## src/rtl/soc_bus_pkg.sv

```systemverilog
// soc_bus_pkg
//   Shared definitions for the SoC peripheral bus arbiter:
//   - default address/data widths
//   - sequencer state encoding (IDLE/XFER/DONE)
//   - base addresses of the decoded peripheral regions (upper 16 address bits)
package soc_bus_pkg;

  localparam int ADDR_W_DEF = 32;
  localparam int DATA_W_DEF = 32;

  typedef enum logic [1:0] {
    IDLE = 2'd0,
    XFER = 2'd1,
    DONE = 2'd2
  } state_t;

  // Region bases, compared against address bits [31:16] by the slave decoder.
  localparam logic [15:0] TIMER_BASE = 16'h4000;
  localparam logic [15:0] LED_BASE   = 16'h4001;
  localparam logic [15:0] RAM_BASE   = 16'h2000;

endpackage

```

## src/rtl/soc_rr_arbiter.sv

```systemverilog
// soc_rr_arbiter
//   Purely combinational round-robin pick. The search starts at the master
//   just after rr_ptr and wraps, so the previous owner gets lowest priority.
// Ports
//   req     in   NUM_MASTERS  request vector
//   rr_ptr  in   IW           index of the last granted master
//   grant   out  NUM_MASTERS  one-hot winner (all zero when no request)
//   idx     out  IW           binary index of the winner
//   valid   out  1            at least one request present
module soc_rr_arbiter #(
  parameter int NUM_MASTERS = 2,
  parameter int IW          = 1
)(
  input  logic [NUM_MASTERS-1:0] req,
  input  logic [IW-1:0]          rr_ptr,
  output logic [NUM_MASTERS-1:0] grant,
  output logic [IW-1:0]          idx,
  output logic                   valid
);

  // cand[k] is the master examined at search step k: rr_ptr+1+k mod N.
  logic [IW-1:0] cand [NUM_MASTERS];
  logic          found;

  genvar gi;
  generate
    for (gi = 0; gi < NUM_MASTERS; gi++) begin : g_cand
      assign cand[gi] = IW'((int'(rr_ptr) + gi + 1) % NUM_MASTERS);
    end
  endgenerate

  always_comb begin
    grant = '0;
    idx   = '0;
    found = 1'b0;
    for (int k = 0; k < NUM_MASTERS; k++) begin
      if (!found && req[cand[k]]) begin
        found          = 1'b1;
        grant[cand[k]] = 1'b1;
        idx            = cand[k];
      end
    end
  end

  assign valid = |req;

endmodule

```

## src/rtl/soc_bus_arbiter.sv

```systemverilog
// soc_bus_arbiter
//   Round-robin arbiter and single-transfer sequencer for the shared
//   peripheral bus. One master owns the bus at a time; its request is latched
//   onto the slave side, the sequencer waits for s_ready (or a timeout) and
//   returns read data / error with a one-cycle m_done pulse.
// Ports
//   clk, reset          clock, synchronous active-high reset
//   m_req/m_we          per-master request and direction (1=write)
//   m_addr/m_wdata      packed per-master address and write data
//   m_grant/m_done      one-hot owner and completion pulse
//   m_rdata/m_err       read data and timeout flag, valid with m_done
//   s_addr/s_wdata      slave address and write data
//   s_we/s_re           slave strobes, held for the whole transfer
//   s_rdata/s_ready     slave read data and completion
//   busy                sequencer not idle
module soc_bus_arbiter
  import soc_bus_pkg::*;
#(
  parameter int NUM_MASTERS = 2,
  parameter int ADDR_W      = ADDR_W_DEF,
  parameter int DATA_W      = DATA_W_DEF,
  parameter int TIMEOUT     = 16
)(
  input  logic                          clk,
  input  logic                          reset,
  input  logic [NUM_MASTERS-1:0]        m_req,
  input  logic [NUM_MASTERS-1:0]        m_we,
  input  logic [NUM_MASTERS*ADDR_W-1:0] m_addr,
  input  logic [NUM_MASTERS*DATA_W-1:0] m_wdata,
  output logic [NUM_MASTERS-1:0]        m_grant,
  output logic [NUM_MASTERS-1:0]        m_done,
  output logic [DATA_W-1:0]             m_rdata,
  output logic                          m_err,
  output logic [ADDR_W-1:0]             s_addr,
  output logic [DATA_W-1:0]             s_wdata,
  output logic                          s_we,
  output logic                          s_re,
  input  logic [DATA_W-1:0]             s_rdata,
  input  logic                          s_ready,
  output logic                          busy
);

  localparam int IW = (NUM_MASTERS > 1) ? $clog2(NUM_MASTERS) : 1;
  localparam int TW = $clog2(TIMEOUT + 1);

  state_t        state_reg;
  logic [IW-1:0] rr_ptr_reg;
  logic [IW-1:0] owner_reg;
  logic [TW-1:0] tcnt_reg;

  logic [ADDR_W-1:0] addr_arr  [NUM_MASTERS];
  logic [DATA_W-1:0] wdata_arr [NUM_MASTERS];

  logic [NUM_MASTERS-1:0] arb_grant;
  logic [IW-1:0]          arb_idx;
  logic                   arb_valid;

  genvar gi;
  generate
    for (gi = 0; gi < NUM_MASTERS; gi++) begin : g_unpack
      assign addr_arr[gi]  = m_addr[gi*ADDR_W +: ADDR_W];
      assign wdata_arr[gi] = m_wdata[gi*DATA_W +: DATA_W];
    end
  endgenerate

  soc_rr_arbiter #(
    .NUM_MASTERS (NUM_MASTERS),
    .IW          (IW)
  ) u_arb (
    .req    (m_req),
    .rr_ptr (rr_ptr_reg),
    .grant  (arb_grant),
    .idx    (arb_idx),
    .valid  (arb_valid)
  );

  always_ff @(posedge clk) begin
    if (reset) begin
      state_reg  <= IDLE;
      rr_ptr_reg <= IW'(NUM_MASTERS - 1);  // master 0 wins first
      owner_reg  <= '0;
      tcnt_reg   <= '0;
      m_grant    <= '0;
      m_done     <= '0;
      m_rdata    <= '0;
      m_err      <= 1'b0;
      s_addr     <= '0;
      s_wdata    <= '0;
      s_we       <= 1'b0;
      s_re       <= 1'b0;
    end else begin
      case (state_reg)
        IDLE: begin
          if (arb_valid) begin
            s_addr    <= addr_arr[arb_idx];
            s_wdata   <= wdata_arr[arb_idx];
            s_we      <= m_we[arb_idx];
            s_re      <= ~m_we[arb_idx];
            m_grant   <= arb_grant;
            owner_reg <= arb_idx;
            tcnt_reg  <= '0;
            state_reg <= XFER;
          end
        end
        XFER: begin
          // s_ready has priority over a timeout landing in the same cycle.
          if (s_ready) begin
            if (s_re) m_rdata <= s_rdata;
            m_err     <= 1'b0;
            m_done    <= m_grant;
            s_we      <= 1'b0;
            s_re      <= 1'b0;
            state_reg <= DONE;
          end else if (tcnt_reg == TW'(TIMEOUT - 1)) begin
            m_rdata   <= '0;
            m_err     <= 1'b1;
            m_done    <= m_grant;
            s_we      <= 1'b0;
            s_re      <= 1'b0;
            state_reg <= DONE;
          end else begin
            tcnt_reg <= tcnt_reg + 1'b1;
          end
        end
        DONE: begin
          // No arbitration here: the owner gets a cycle to drop m_req.
          rr_ptr_reg <= owner_reg;
          m_grant    <= '0;
          m_done     <= '0;
          m_err      <= 1'b0;
          state_reg  <= IDLE;
        end
        default: state_reg <= IDLE;
      endcase
    end
  end

  assign busy = (state_reg != IDLE);

endmodule
```

## config.mk

```make
export PLATFORM = sky130hd
export DESIGN_NAME = soc_bus_arbiter
export DESIGN_NICKNAME = d
export VERILOG_FILES = /design/src/rtl/soc_bus_pkg.sv /design/src/rtl/soc_rr_arbiter.sv /design/src/rtl/soc_bus_arbiter.sv
export SDC_FILE = /design/constraint.sdc
export NUM_CORES = 1
export LEC_CHECK = 0
export BUFFER_PORTS_ARGS = -buffer_cell sky130_fd_sc_hd__buf_2
export CAP_MARGIN = 20
export CELL_PAD_IN_SITES_DETAIL_PLACEMENT = 1
export CELL_PAD_IN_SITES_GLOBAL_PLACEMENT = 1
export CORE_MARGIN = 2
export CORE_UTILIZATION = 25
export CTS_BUF_LIST = sky130_fd_sc_hd__clkbuf_8 sky130_fd_sc_hd__clkbuf_16
export DETAILED_ROUTE_END_ITERATION = 7
export PLACE_DENSITY_LB_ADDON = 0.1
export SLEW_MARGIN = 20
export SYNTH_ARGS = -nofsm -noshare
export SYNTH_HDL_FRONTEND = slang
export SYNTH_SLANG_ARGS = --single-unit
```

## constraint.sdc

```tcl
create_clock -name clk -period 2.2 [get_ports clk]
set_input_delay 0.44 -clock clk [delete_from_list [all_inputs] [get_ports clk]]
set_output_delay 0.44 -clock clk [all_outputs]
set_load 0.02 [all_outputs]
```

==> run_results.csv <==
group,metric,value,unit
clock_network,cts_buffers,9,
final_layout,area_delta_synth_final,42.3,%
critical_path,criticalPathCategory,"reg2reg",
final_layout,diodes,0,
timing,hold_viol,0,
clock_network,htree_levels,3,
critical_path,slowest_stage,"a21bo_2",
power_and_ir_drop,p_leak,0.00295,uW
synth,synth.largest_area_cell,"dfxtp_1",
global_routing,grt_pass1_vias,4452,
critical_path,path_cells,"ha_1 > and3_1 > ha_1 > nand2b_1 > a21bo_2 > a22oi_1 > nor2_1",
floorplanning,die_width,137,um
timing,holdWs,345,ps
synth,synthArstFlopShare,0,
synth,synth-compound-area-share,0.165,
synth,synth_most_common_cell,"dfxtp_1",
critical_path,cpLargestDelayFamily,"compound AO/OA/AOI/OAI gates",
clock_network,cts-hold-fix-buffers,0,
global_routing,grt_pass1_wl,21700,um
routing,wl,14400,um
synth,seq_area_frac_synth,0.507,
synth,ys_warn_count,0,
synth,synthCells,475,
critical_path,cp_data_arrival_time,2280,ps
final_layout,nNetsFinal,901,
timing,worst_slew_pin_slew,649,ps
critical_path,path_max_fanout,32,
critical_path,r2r_setup_slack,200,ps
placed_design,place_congestion,0.775,
critical_path,cp.buffers_inverters,0,
global_routing,gr-usage-all-layers,0.147,
power_and_ir_drop,power_frac_seq,0.482,
synth,synth_nets,644,
synth,synthTopCellsByArea,"dfxtp_1 51%, mux2i_1 15%, nand2_1 6.2%, o21ai_1 6.0%, a22oi_1 5.9%",
routing,drc,0,
routing,num_vias,4367,
synth,syn_area,0.00443,mm^2
final_layout,final_util,0.364,
synth,syn_area_per_cell,9.32,um^2
power_and_ir_drop,clockPowerShare,0.328,
critical_path,critPathCaptureType,"register",
timing,relSlewSlack,0.567,
routing,firstDrtPassIters,4,
timing,fin_skew,7.96,ps
global_routing,grt_max_degree,43,
floorplanning,io_pins,271,
critical_path,crit_path_max_incr_delay,560,ps
critical_path,worstPathRequired,2480,ps
placed_design,hpwl,11300,um
clock_network,clockBufferDepth,2,
power_and_ir_drop,power_switching,1340,uW
clock_network,clock-sinks,112,
routing,routed_via_density,4.54,
final_layout,reg_top3,"m_rdata (32), s_addr (32), s_wdata (32)",
floorplanning,die_h,137,um
critical_path,crit_top_cell,"ha_1",
timing,post-route-min-period,2000,ps
power_and_ir_drop,p_int,3320,uW
clock_network,cts_tree,"yes",
floorplanning,core,0.0173,mm^2
power_and_ir_drop,p_comb_frac,0.190,
floorplanning,die_area,0.0188,mm^2
timing,setup_viol,0,
placed_design,place_ws,192,ps
power_and_ir_drop,ir_worst_vdd,437,uV
routing,drt_iter0_markers,122,
synth,synth_edf_count,0,
timing,setup_ws,201,ps
critical_path,setup.worst_path.start_class,"register",
final_layout,drive_above_1_share,0.415,
synth,synth-simple-area-share,0.129,
synth,synthAdderAreaFrac,0.00565,
synth,synth_top_cell_area_share,0.507,
clock_network,clk_pin_slew,70,ps
timing,period_share,0.909,
synth,ys_seq_elements,112,
power_and_ir_drop,p_per_area,740,mW/mm^2
placed_design,port_buffers,270,
timing,fmax,500,MHz
synth,yosys-top-cells-count,"112 x dfxtp_1, 73 x nand2_1, 65 x mux2i_1, 53 x o21ai_1, 46 x nor2_1",
clock_network,cts-resized-gates,0,
clock_network,clk_latency,340,ps
timing,rsz0062_at_grt,"no",
floorplanning,initial_utilization,0.256,
floorplanning,rows,48,
clock_network,cts_setup_buffers,0,
routing,drtAntennaViolNets,0,
global_routing,overflow,0,
synth,synth_top_family_by_area,"compound AO/OA/AOI/OAI gates",
synth,yosys-mux-area-fraction,0.147,
synth,synthFlopType,"dfxtp_1",
power_and_ir_drop,switching_share,0.288,
job,drv_cap,0,
final_layout,num-fill-cells,2129,
clock_network,root_buffer,"clkbuf_16",
synth,synth_cell_type_count,37,
routing,wl_per_cell,15.0,um
timing,drv_slew,0,
global_routing,antenna_found_initial,3,
synth,synthXorXnorAreaFrac,0.00198,
timing,tns,0,ps
run_status,status,"completed",
worst_hold_path,hp-class,"in2reg",
[layout by cell type, fill, tap and decap left out, types with 2 or more instances in the layout]
master	Yosys	layout
a21oi_1	5	4
a22oi_1	35	35
buf_12	0	3
buf_2	18	270
buf_4	8	7
clkbuf_16	0	9
clkinvlp_4	0	2
dfxtp_1	112	112
ha_1	2	2
inv_1	3	5
mux2i_1	65	65
nand2_1	73	72
nand2b_1	2	2
nand3_1	3	3
nor2_1	46	46
nor2b_1	3	3
o21ai_0	18	18
o21ai_1	53	53
[worst paths after layout]
path,start,to,depth (start not counted)
worst min-delay path,s_rdata[11],m_rdata[11]$_SDFFE_PP0P_,3
worst min register to register,s_addr[7]$_SDFFE_PP0P_,s_addr[7]$_SDFFE_PP0P_,2
worst max register to register,tcnt_reg[0]$_SDFFE_PP0P_,m_rdata[22]$_SDFFE_PP0P_,7
worst max-delay path,tcnt_reg[0]$_SDFFE_PP0P_,m_rdata[22]$_SDFFE_PP0P_,7
[metrics by stage]
step,cells,cell area (um^2),power [uW]
3_3_place_gp,946,6020,3170
4_1_cts,962,6300,4760
6_report,962,6300,4660
3_5_place_dp,946,6020,3200
5_1_grt,962,6300,4920
2_1_floorplan,475,4430,2780
[metal layers]
| metal | track usage | share of wire |
|---|---|---|
| met1 | 0.169 | 0.41 |
| met2 | 0.249 | 0.48 |
| met3 | 0.0504 | 0.088 |
| met4 | 0.0578 | 0.019 |
| met5 | 0 | 0.0021 |
[power by group through the flow]
stage	registers (uW)	logic, uW	clock network [uW]
after floorplan	2450	331	0
after global placement	2280	889	0
after detailed placement	2290	904	0
after CTS	2250	903	1610
after global routing	2270	966	1680
final	2250	885	1530
[kinds of logic (layout without fill, tap and decap cells)]
group | after synthesis | count (layout)
xor+xnor | 1 | 1
compound gates | 121 | 121
flops | 112 | 112
mux | 65 | 65
fa+ha+maj | 2 | 2
buf+inv | 38 | 300
simple gates | 136 | 136
[worst min-delay path, cell delays in order]
cell     delay [ps]
buf_2            70
a22oi_1          60
nor2_1           80
[final cells by class]
cell class	instances	area (um^2)	area share
clock buffer	10	239	0.0379
clock inverter	6	36.3	0.00576
inverter	4	15.0	0.00238
multi-input combinational	325	2020	0.321
sequential	112	2240	0.356
tap	225	282	0.0447
timing repair buffer	280	1460	0.232
No activity file was read; power rests on OpenSTA's default activity.
